<file path="src/rtl/mcpu_ctrl_fsm.sv">
// mcpu_ctrl_fsm: multi-cycle RV32I control sequencer with bus-wait timeout and illegal-opcode trap
module mcpu_ctrl_fsm #(
  parameter int WAIT_TIMEOUT = 16,
  parameter int TO_W         = 5,
  parameter bit EN_AUIPC     = 1'b1
) (
  input  logic       clk,
  input  logic       rst_n,
  input  logic [4:0] OPcode,
  input  logic [2:0] Fun3,
  input  logic       Fun7,
  input  logic       MIO_ready,
  input  logic       br_taken,
  output logic       PCWrite,
  output logic       IRWrite,
  output logic       IorD,
  output logic       MemRead,
  output logic       MemWrite,
  output logic [1:0] mem_size,
  output logic [1:0] ALUSrcA,
  output logic [1:0] ALUSrcB,
  output logic [3:0] ALU_Control,
  output logic [2:0] ImmSel,
  output logic [1:0] MemtoReg,
  output logic       RegWrite,
  output logic [1:0] PCSource,
  output logic       inst_done,
  output logic       illegal,
  output logic       bus_err,
  output logic [3:0] state
);
  localparam logic [3:0] S_IDLE = 4'd0, S_IF = 4'd1, S_ID = 4'd2, S_EXE = 4'd3, S_MADDR = 4'd4,
                         S_MRD = 4'd5, S_MWR = 4'd6, S_WBM = 4'd7, S_WBA = 4'd8, S_BR = 4'd9,
                         S_JAL = 4'd10, S_JALR = 4'd11, S_LUI = 4'd12, S_AUIPC = 4'd13, S_TRAP = 4'd15;
  localparam logic [3:0] ALU_ADD = 4'b0010, ALU_SUB = 4'b0110;
  logic [3:0]      state_q, state_d, id_nxt;
  logic [TO_W-1:0] cnt_q, cnt_d;
  logic            illegal_q, bus_err_q, wait_st, to, ill_op;
  logic [3:0]      alu_fn;
  assign state   = state_q;
  assign illegal = illegal_q;
  assign bus_err = bus_err_q;
  assign wait_st = (state_q == S_IF) || (state_q == S_MRD) || (state_q == S_MWR);
  assign to      = (WAIT_TIMEOUT != 0) && wait_st && !MIO_ready && (cnt_q == TO_W'(WAIT_TIMEOUT - 1));
  assign ill_op  = (state_q == S_ID) && (id_nxt == S_TRAP);
  // opcode dispatch out of ID; branch Fun3 010/011 has no encoding and traps
  always_comb begin
    id_nxt = S_TRAP;
    case (OPcode)
      5'b01100, 5'b00100: id_nxt = S_EXE;
      5'b00000, 5'b01000: id_nxt = S_MADDR;
      5'b11000:           id_nxt = (Fun3[2:1] == 2'b01) ? S_TRAP : S_BR;
      5'b11011:           id_nxt = S_JAL;
      5'b11001:           id_nxt = S_JALR;
      5'b01101:           id_nxt = S_LUI;
      5'b00101:           id_nxt = EN_AUIPC ? S_AUIPC : S_TRAP;
      default:            id_nxt = S_TRAP;
    endcase
  end
  // ALU function for R/I arithmetic; I-type only honours Fun7 on shifts-right
  always_comb begin
    alu_fn = ALU_ADD;
    case (Fun3)
      3'b000: alu_fn = (OPcode[3] && Fun7) ? ALU_SUB : ALU_ADD;
      3'b001: alu_fn = 4'b1110;
      3'b010: alu_fn = 4'b0111;
      3'b011: alu_fn = 4'b1001;
      3'b100: alu_fn = 4'b1100;
      3'b101: alu_fn = Fun7 ? 4'b1111 : 4'b1101;
      3'b110: alu_fn = 4'b0001;
      default: alu_fn = 4'b0000;
    endcase
  end
  // next-state and wait counter; a ready on the final wait cycle beats the timeout
  always_comb begin
    state_d = S_TRAP;
    case (state_q)
      S_IDLE:  state_d = S_IF;
      S_IF:    state_d = to ? S_TRAP : (MIO_ready ? S_ID : S_IF);
      S_ID:    state_d = id_nxt;
      S_EXE:   state_d = S_WBA;
      S_MADDR: state_d = OPcode[3] ? S_MWR : S_MRD;
      S_MRD:   state_d = to ? S_TRAP : (MIO_ready ? S_WBM : S_MRD);
      S_MWR:   state_d = to ? S_TRAP : (MIO_ready ? S_IF : S_MWR);
      S_AUIPC: state_d = S_WBA;
      S_WBA, S_WBM, S_BR, S_JAL, S_JALR, S_LUI: state_d = S_IF;
      default: state_d = S_TRAP;
    endcase
    cnt_d = (wait_st && !MIO_ready && state_d == state_q) ? cnt_q + 1'b1 : '0;
  end
  // state, counter and sticky error flags
  always_ff @(posedge clk or negedge rst_n) begin
    if (!rst_n) begin
      state_q   <= S_IDLE;
      cnt_q     <= '0;
      illegal_q <= 1'b0;
      bus_err_q <= 1'b0;
    end else begin
      state_q   <= state_d;
      cnt_q     <= cnt_d;
      illegal_q <= illegal_q | ill_op;
      bus_err_q <= bus_err_q | to;
    end
  end
  // per-state datapath controls
  always_comb begin
    PCWrite = 1'b0; IRWrite = 1'b0; IorD = 1'b0; MemRead = 1'b0; MemWrite = 1'b0;
    mem_size = 2'b00; ALUSrcA = 2'd0; ALUSrcB = 2'd0; ALU_Control = 4'b0000; ImmSel = 3'd0;
    MemtoReg = 2'd0; RegWrite = 1'b0; PCSource = 2'd0; inst_done = 1'b0;
    case (state_q)
      S_IF: begin
        MemRead = 1'b1; ALUSrcB = 2'd2; ALU_Control = ALU_ADD; mem_size = 2'b10;
        IRWrite = MIO_ready; PCWrite = MIO_ready;
      end
      S_ID: begin
        ALUSrcA = 2'd2; ALUSrcB = 2'd1; ALU_Control = ALU_ADD;
        ImmSel = (OPcode == 5'b11011) ? 3'd3 : 3'd2;
      end
      S_EXE: begin
        ALUSrcA = 2'd1; ALUSrcB = OPcode[3] ? 2'd0 : 2'd1; ALU_Control = alu_fn;
      end
      S_WBA: begin
        RegWrite = 1'b1; inst_done = 1'b1;
      end
      S_MADDR: begin
        ALUSrcA = 2'd1; ALUSrcB = 2'd1; ALU_Control = ALU_ADD; mem_size = Fun3[1:0];
        ImmSel = OPcode[3] ? 3'd1 : 3'd0;
      end
      S_MRD: begin
        IorD = 1'b1; MemRead = 1'b1; mem_size = Fun3[1:0];
      end
      S_WBM: begin
        RegWrite = 1'b1; MemtoReg = 2'd1; inst_done = 1'b1;
      end
      S_MWR: begin
        IorD = 1'b1; MemWrite = 1'b1; mem_size = Fun3[1:0]; inst_done = MIO_ready;
      end
      S_BR: begin
        ALUSrcA = 2'd1; ALU_Control = ALU_SUB; PCWrite = br_taken; PCSource = 2'd1; inst_done = 1'b1;
      end
      S_JAL: begin
        PCWrite = 1'b1; PCSource = 2'd1; RegWrite = 1'b1; MemtoReg = 2'd2; inst_done = 1'b1;
      end
      S_JALR: begin
        ALUSrcA = 2'd1; ALUSrcB = 2'd1; ALU_Control = ALU_ADD; PCSource = 2'd2;
        PCWrite = 1'b1; RegWrite = 1'b1; MemtoReg = 2'd2; inst_done = 1'b1;
      end
      S_LUI: begin
        ImmSel = 3'd4; MemtoReg = 2'd3; RegWrite = 1'b1; inst_done = 1'b1;
      end
      S_AUIPC: begin
        ALUSrcA = 2'd2; ALUSrcB = 2'd1; ImmSel = 3'd4; ALU_Control = ALU_ADD;
      end
      default: ;
    endcase
  end
endmodule
</file>
<file path="config.mk">
export PLATFORM = sky130hd
export DESIGN_NAME = mcpu_ctrl_fsm
export DESIGN_NICKNAME = d
export VERILOG_FILES = /design/src/rtl/mcpu_ctrl_fsm.sv
export SDC_FILE = /design/constraint.sdc
export NUM_CORES = 1
export LEC_CHECK = 0
export CAP_MARGIN = 20
export CELL_PAD_IN_SITES_DETAIL_PLACEMENT = 1
export CELL_PAD_IN_SITES_GLOBAL_PLACEMENT = 2
export CORE_UTILIZATION = 21
export CTS_BUF_LIST = sky130_fd_sc_hd__clkbuf_8
export DETAILED_ROUTE_END_ITERATION = 16
export GPL_TIMING_DRIVEN = 0
export PLACE_DENSITY_LB_ADDON = 0.1
export REMOVE_ABC_BUFFERS = 1
export SLEW_MARGIN = 30
export SYNTH_ARGS = -nofsm -noshare
export SYNTH_HDL_FRONTEND = slang
export SYNTH_SLANG_ARGS = --single-unit
</file>
<file path="constraint.sdc">
create_clock -name clk -period 1.6 [get_ports clk]
set_clock_uncertainty 0.1 [all_clocks]
set_input_delay 0.32 -clock clk [delete_from_list [all_inputs] [get_ports clk]]
set_output_delay 0.32 -clock clk [all_outputs]
set_load 0.1 [all_outputs]
</file>
==> flow_summary_export.csv, run 1 <==
group,metric,value,unit
status,outcome,"finished, violations left",
status,violations,"setup timing",
floorplanning,core-area,0.00472,mm^2
routing,drc_errors,0,
synthesis,synthTopCellsByCount,"nor2_1, nand2_1, dfrtp_1",
clock_tree,worstSkewPairLatency,0.23,ns
routing,first_pass_iters,4,
global_route,use_met3,0.0222,
routing,drt_iter0_markers,49,
global_route,grt_max_degree,14,
clock_tree,h-tree-depth,1,
routing,wire_per_inst,16.9,um
global_route,grt_first_pass_wirelength,7020,um
synthesis,ys.flop_type,"dfrtp_1",
synthesis,synth.distinct_cells,39,
timing,hold_violations,0,
final_layout,finalCoreUtilization,0.514,
routing,finalWirelength,4850,um
timing,fin_crit_sh,1.28,
critical_path,path_class,"flip-flop to primary output",
place,place_area,0.00149,mm^2
synthesis,synth-edff-count,0,
timing,tightestPinTransition,0.545,ns
synthesis,yosys_warnings,0,
place,portBuffers,42,
floorplanning,die_h,72.2,um
global_route,grt_use_met1,0.226,
critical_path,cp_cell_sequence,"buf_6, nand2b_1, a221oi_1, clkbuf_8",
synthesis,async_reset_ff_frac,1.00,
routing,detail-route-antenna-nets,0,
final_layout,drive_gt1_frac,0.577,
clock_tree,root_buffer,"clkbuf_8",
critical_path,slowest_stage,"dfrtp_4",
critical_path,crit_fanout,10,
routing,avgViaCountPerCell,4.94,
critical_path,cp_top_family,"buffers and inverters",
synthesis,synth_top_cell_by_area,"dfrtp_1",
critical_path,path_buf_inv,2,
clock_tree,clock_path_buffers,2,
worst_hold_path,min_path_type,"input port to async pin",
timing,relSlewSlack,0.638,
floorplanning,die_w,72.2,um
timing,period_needed,2.05,ns
synthesis,yosysTopAreaCellShare,0.266,
global_route,grt.total_usage,0.169,
clock_tree,cts_sinks,11,
timing,final-max-slew-violation-count,0,
routing,vias,1418,
synthesis,syn_area,0.00104,mm^2
synthesis,ys_seq_elements,11,
critical_path,critPathRequiredTime,1.18,ns
synthesis,synthCells,144,
synthesis,synth_most_common_cell,"nor2_1",
global_route,gr-usage-met2,0.297,
timing,fin_ws,-0.451,ns
clock_tree,cts_buffers,3,
final_layout,area_delta_synth_final,134,%
timing,fmax,487,MHz
clock_tree,cts.reportedPaths.clkPinSlew,0.05,ns
timing,rsz0062_at_grt,"true",
final_layout,num_antenna_cells,0,
global_route,busiest_layer,"met2",
final_layout,nFillCells,513,
final_layout,num-nets-final,236,
timing,tns,-9.12,ns
place,hpwl,2690,um
synthesis,yosysSeqAreaShare,0.266,
floorplanning,start_util,0.219,
clock_tree,cts_tree,"built",
synthesis,syn_avg_cell_area,7.19,um^2
floorplanning,ioPinCount,43,
synthesis,synth_area_leaders,"dfrtp_1, nor2_1, nand2_1",
critical_path,startpoint_type,"flip-flop",
critical_path,end_kind,"primary output",
critical_path,max_stage_delay,0.47,ns
flow_run,cap_violations,0,
global_route,antenna_found_initial,0,
floorplanning,design.die.area,0.00522,mm^2
timing,setup_viol,35,
place,gp_congestion,0.762,
final_layout,final_cell_area,0.00243,mm^2
global_route,grt-ovfl-total,0,
floorplanning,rows,25,
critical_path,critPathArrivalTime,1.63,ns
clock_tree,ctsHoldBuffers,0,
global_route,grt_pass1_vias,1403,
==> final timing paths <==
kind,startpoint,to,slack [ns],cells past startpoint
max reg2reg,state[1]$_DFF_PN0_,cnt_q[3]$_DFF_PN0_,-0.15,7
min reg2reg,bus_err$_DFF_PN0_,bus_err$_DFF_PN0_,0.36,1
min in group clk,bus_err$_DFF_PN0_,bus_err$_DFF_PN0_,0.36,1
max in group asynchronous,rst_n,state[1]$_DFF_PN0_,0.70,1
min,rst_n,cnt_q[0]$_DFF_PN0_,0.32,1
max,state[0]$_DFF_PN0_,mem_size[1],-0.45,4
==> cells by family after synthesis <==
logic type / synth area share
AOI/OAI and AO/OA: 0.273
xor gates and xnor gates: 0.0254
adders and majority gates: 0.0242
buffers and inverters: 0.0676
DFF: 0.266
muxes: 0.0193
and+or+nand+nor: 0.325
==> what timing repair did <==
item                                    CTS  global route
cloned                                    0             1
gates resized for setup                 299            51
endpoints found under the setup margin   41            35
buffers inserted                         19            19
pin swaps                                11             9
==> layout make-up <==
| type | instances | area, um^2 | area share |
|---|---|---|---|
| clock inverter | 1 | 5.00 | 0.00206 |
| clock buffer | 3 | 41.3 | 0.0170 |
| tap | 67 | 83.8 | 0.0345 |
| inverter | 6 | 32.5 | 0.0134 |
| multi-input combinational | 118 | 998 | 0.411 |
| sequential | 11 | 290 | 0.120 |
| timing repair buffer | 81 | 976 | 0.402 |
==> per-layer routing <==
metal  share of wire  wire, um  vias up
met3           0.029       140        4
met5               0         0        -
met2            0.52      2540       35
met1            0.44      2120      715
li1                -         -      664
met4          0.0099        48        0
==> placed cells by master (no fill, tap or decap), types with 2 or more instances in the layout <==
| master | n |
|---|---|
| buf_4 | 27 |
| buf_12 | 19 |
| buf_6 | 17 |
| nor2_1 | 11 |
| nand2_1 | 11 |
| nor2_4 | 8 |
| dlygate4sd2_1 | 8 |
| dfrtp_1 | 7 |
| o21ai_1 | 5 |
| a21oi_1 | 5 |
| a21o_1 | 4 |
| nand3_1 | 4 |
| clkbuf_8 | 4 |
| dfrtp_4 | 4 |
| nand2_4 | 3 |
| a21oi_4 | 3 |
| and3_4 | 3 |
| nor2b_1 | 3 |
| nand2b_1 | 3 |
| and3_1 | 3 |
| nand2_2 | 2 |
| inv_4 | 2 |
| nand2b_4 | 2 |
| nor2b_4 | 2 |
| nor3_1 | 2 |
| a22oi_2 | 2 |
| o21bai_1 | 2 |
| o21ai_2 | 2 |
| nand3_4 | 2 |
| inv_1 | 2 |
| nor3_2 | 2 |
| o211ai_1 | 2 |
| o21ai_0 | 2 |
| a221o_1 | 2 |
| clkdlybuf4s50_1 | 2 |
| clkdlybuf4s15_2 | 2 |
| buf_8 | 2 |
==> registers in the layout, indices dropped and copies added (netlist names) <==
register / count
illegal: 1
bus_err: 1
state: 4
cnt_q: 5
==> stage by stage <==
stage          hold slack [ns]  setup WS, ns  std cells
3_5_place_dp             0.348         -1.71        244
2_1_floorplan          -0.0756         -3.45        135
5_1_grt                  0.365        -0.543        287
4_1_cts                  0.335        -0.421        267
3_3_place_gp             0.349         -1.67        244
6_report                 0.320        -0.451        287
Power of run 1 is not shown: default switching activity piles up to over one toggle a cycle in this logic, so the estimate is an artifact.
==> run 2: changes to the inputs <==
--- a/config.mk
+++ b/config.mk
@@ -8,12 +8,14 @@
 export CAP_MARGIN = 20
 export CELL_PAD_IN_SITES_DETAIL_PLACEMENT = 1
 export CELL_PAD_IN_SITES_GLOBAL_PLACEMENT = 2
+export CORE_ASPECT_RATIO = 0.75
 export CORE_UTILIZATION = 21
 export CTS_BUF_LIST = sky130_fd_sc_hd__clkbuf_8
 export DETAILED_ROUTE_END_ITERATION = 16
 export GPL_TIMING_DRIVEN = 0
 export PLACE_DENSITY_LB_ADDON = 0.1
 export REMOVE_ABC_BUFFERS = 1
+export SETUP_SLACK_MARGIN = 0.3
 export SLEW_MARGIN = 30
 export SYNTH_ARGS = -nofsm -noshare
 export SYNTH_HDL_FRONTEND = slang
==> run 2 against run 1 <==
  * The flow still finishes with violations (setup timing)
  * Hold slack better by 0.0072 ns
  * First-iteration DRC count up 98%
  * Setup slack improved by 0.030 ns
  * Core utilization decreased by 1.8 points
  * Critical path depth did not move
  * Design area down 6.0%
  * Count of clock-buffer cells in the layout did not move
  * Register-to-register slack improved by 0.04 ns
  * Via count decreased by 2.1%
  * Routed wire length about the same
  * Global-route usage increased by 1.1 points
  * Maximum frequency up 1.5%
==> flow_summary_export.csv, run 2 (synthesized netlist as in run 1, its figures left out) <==
group,metric,value,unit
status,outcome,"finished, violations left",
status,violations,"setup timing",
place,gp_congestion,0.742,
floorplanning,rows,21,
floorplanning,die_h,62.8,um
global_route,grt_pass1_vias,1368,
final_layout,seq_area,290,um^2
final_layout,area_delta_synth_final,120,%
floorplanning,die_w,83.1,um
critical_path,startpoint_type,"flip-flop",
final_layout,num_antenna_cells,0,
routing,detail-route-antenna-nets,0,
final_layout,finalCoreUtilization,0.496,
clock_tree,cts_sinks,11,
floorplanning,start_util,0.225,
clock_tree,worstSkewPairLatency,0.24,ns
final_layout,final_cell_area,0.00228,mm^2
final_layout,layout_commonest_cell,"buf_4",
global_route,grt.total_usage,0.181,
critical_path,r2r-start,"state[0]$_DFF_PN0_",
global_route,grt_max_degree,12,
routing,vias,1388,
routing,drt_iter0_markers,97,
floorplanning,ioPinCount,43,
final_layout,final_cell_mix,"buf_4, buf_6, buf_12",
timing,period_needed,2.02,ns
timing,rsz0062_at_grt,"true",
global_route,grt_first_pass_wirelength,7390,um
routing,avgViaCountPerCell,5.07,
timing,fmax,495,MHz
routing,finalWirelength,4850,um
critical_path,end_kind,"primary output",
critical_path,critPathRequiredTime,1.18,ns
clock_tree,root_buffer,"clkbuf_8",
critical_path,cp_cell_sequence,"nand2b_4, nor3_4, and2_4, buf_12",
timing,fin_ws,-0.421,ns
critical_path,critPathArrivalTime,1.60,ns
final_layout,regMostFlops,"cnt_q",
timing,tightestPinTransition,0.533,ns
clock_tree,clock_path_buffers,2,
critical_path,max_stage_delay,0.56,ns
place,hpwl,2710,um
critical_path,crit_fanout,10,
clock_tree,ctsHoldBuffers,0,
timing,relSlewSlack,0.644,
routing,wire_per_inst,17.7,um
place,place_area,0.00148,mm^2
final_layout,nFillCells,529,
routing,first_pass_iters,4,
timing,final-max-slew-violation-count,0,
timing,setup_viol,36,
timing,hold_violations,0,
critical_path,path_class,"flip-flop to primary output",
critical_path,crit_path_start,"state[1]$_DFF_PN0_",
global_route,grt-ovfl-total,0,
place,portBuffers,42,
clock_tree,cts_tree,"built",
final_layout,drive_gt1_frac,0.585,
place,dp_cells,234,
clock_tree,cts_buffers,3,
global_route,antenna_found_initial,0,
worst_hold_path,min_path_type,"input port to async pin",
timing,tns,-9.23,ns
final_layout,multi_input_area,913,um^2
timing,fin_crit_sh,1.26,
final_layout,largest_reg_flops,5,
routing,drc_errors,0,
final_layout,layout.cells.non_filler,274,
critical_path,slowest_stage,"dfrtp_4",
clock_tree,h-tree-depth,1,
floorplanning,design.die.area,0.00522,mm^2
clock_tree,cts.reportedPaths.clkPinSlew,0.05,ns
floorplanning,core-area,0.00460,mm^2
final_layout,num-nets-final,233,
flow_run,cap_violations,0,
run 2: cell count changes in the layout (fill, tap and decap cells not counted), sizes merged:
cell	change
clkbuf	+1
buf	+1
clkinv	-1
inv	+1
clkdlybuf4s18	-1
clkdlybuf4s50	+1
clkdlybuf4s15	-3
dlygate4sd2	-2
run 2: metrics by stage:
| stage | hold slack, ns | setup slack, ns |
|---|---|---|
| final | 0.327 | -0.421 |
| after global routing | 0.367 | -0.475 |
| after detailed placement | 0.355 | -1.73 |
| after CTS | 0.353 | -0.401 |
| after floorplan | -0.0756 | -3.45 |
| after global placement | 0.343 | -1.71 |
run 2: layout make-up:
type                       count  area share
clock buffer                   3      0.0181
inverter                       6      0.0132
multi-input combinational    118       0.400
sequential                    11       0.127
timing repair buffer          78       0.408
tap                           57      0.0313
clock inverter                 1     0.00165
run 2: metal layers:
metal	routed length, um	part of all wire	global-route usage	vias to the layer above
li1	-	-	-	658
met1	2230	0.46	0.244	690
met2	2430	0.50	0.306	36
met3	164	0.034	0.0264	4
met4	24	0.0050	0.0366	0
met5	0	0	0	-
run 2: final timing paths:
kind                                      end  slack [ns]  cells past startpoint
max                                   IRWrite       -0.42                      4
max in group asynchronous  state[2]$_DFF_PN0_        0.67                      1
min                        state[0]$_DFF_PN0_        0.33                      1
min reg2reg                 bus_err$_DFF_PN0_        0.39                      1
max reg2reg                cnt_q[3]$_DFF_PN0_       -0.11                      7
min in group clk           state[2]$_DFF_PN0_        0.37                      3
run 2: worst max-delay path, delay by kind of cell, from the launching register on:
kind | cells | cell delay (ns)
AND/OR/NAND/NOR | 3 | 0.62
buffers and inverters | 1 | 0.17
flip-flops | 1 | 0.56
run 2: timing repair:
action | in CTS | in global routing
buffers inserted | 29 | 7
resized for setup | 311 | 38
setup endpoints to repair | 41 | 39
pin swaps | 21 | 7
Power of run 2 is left out for the same reason.
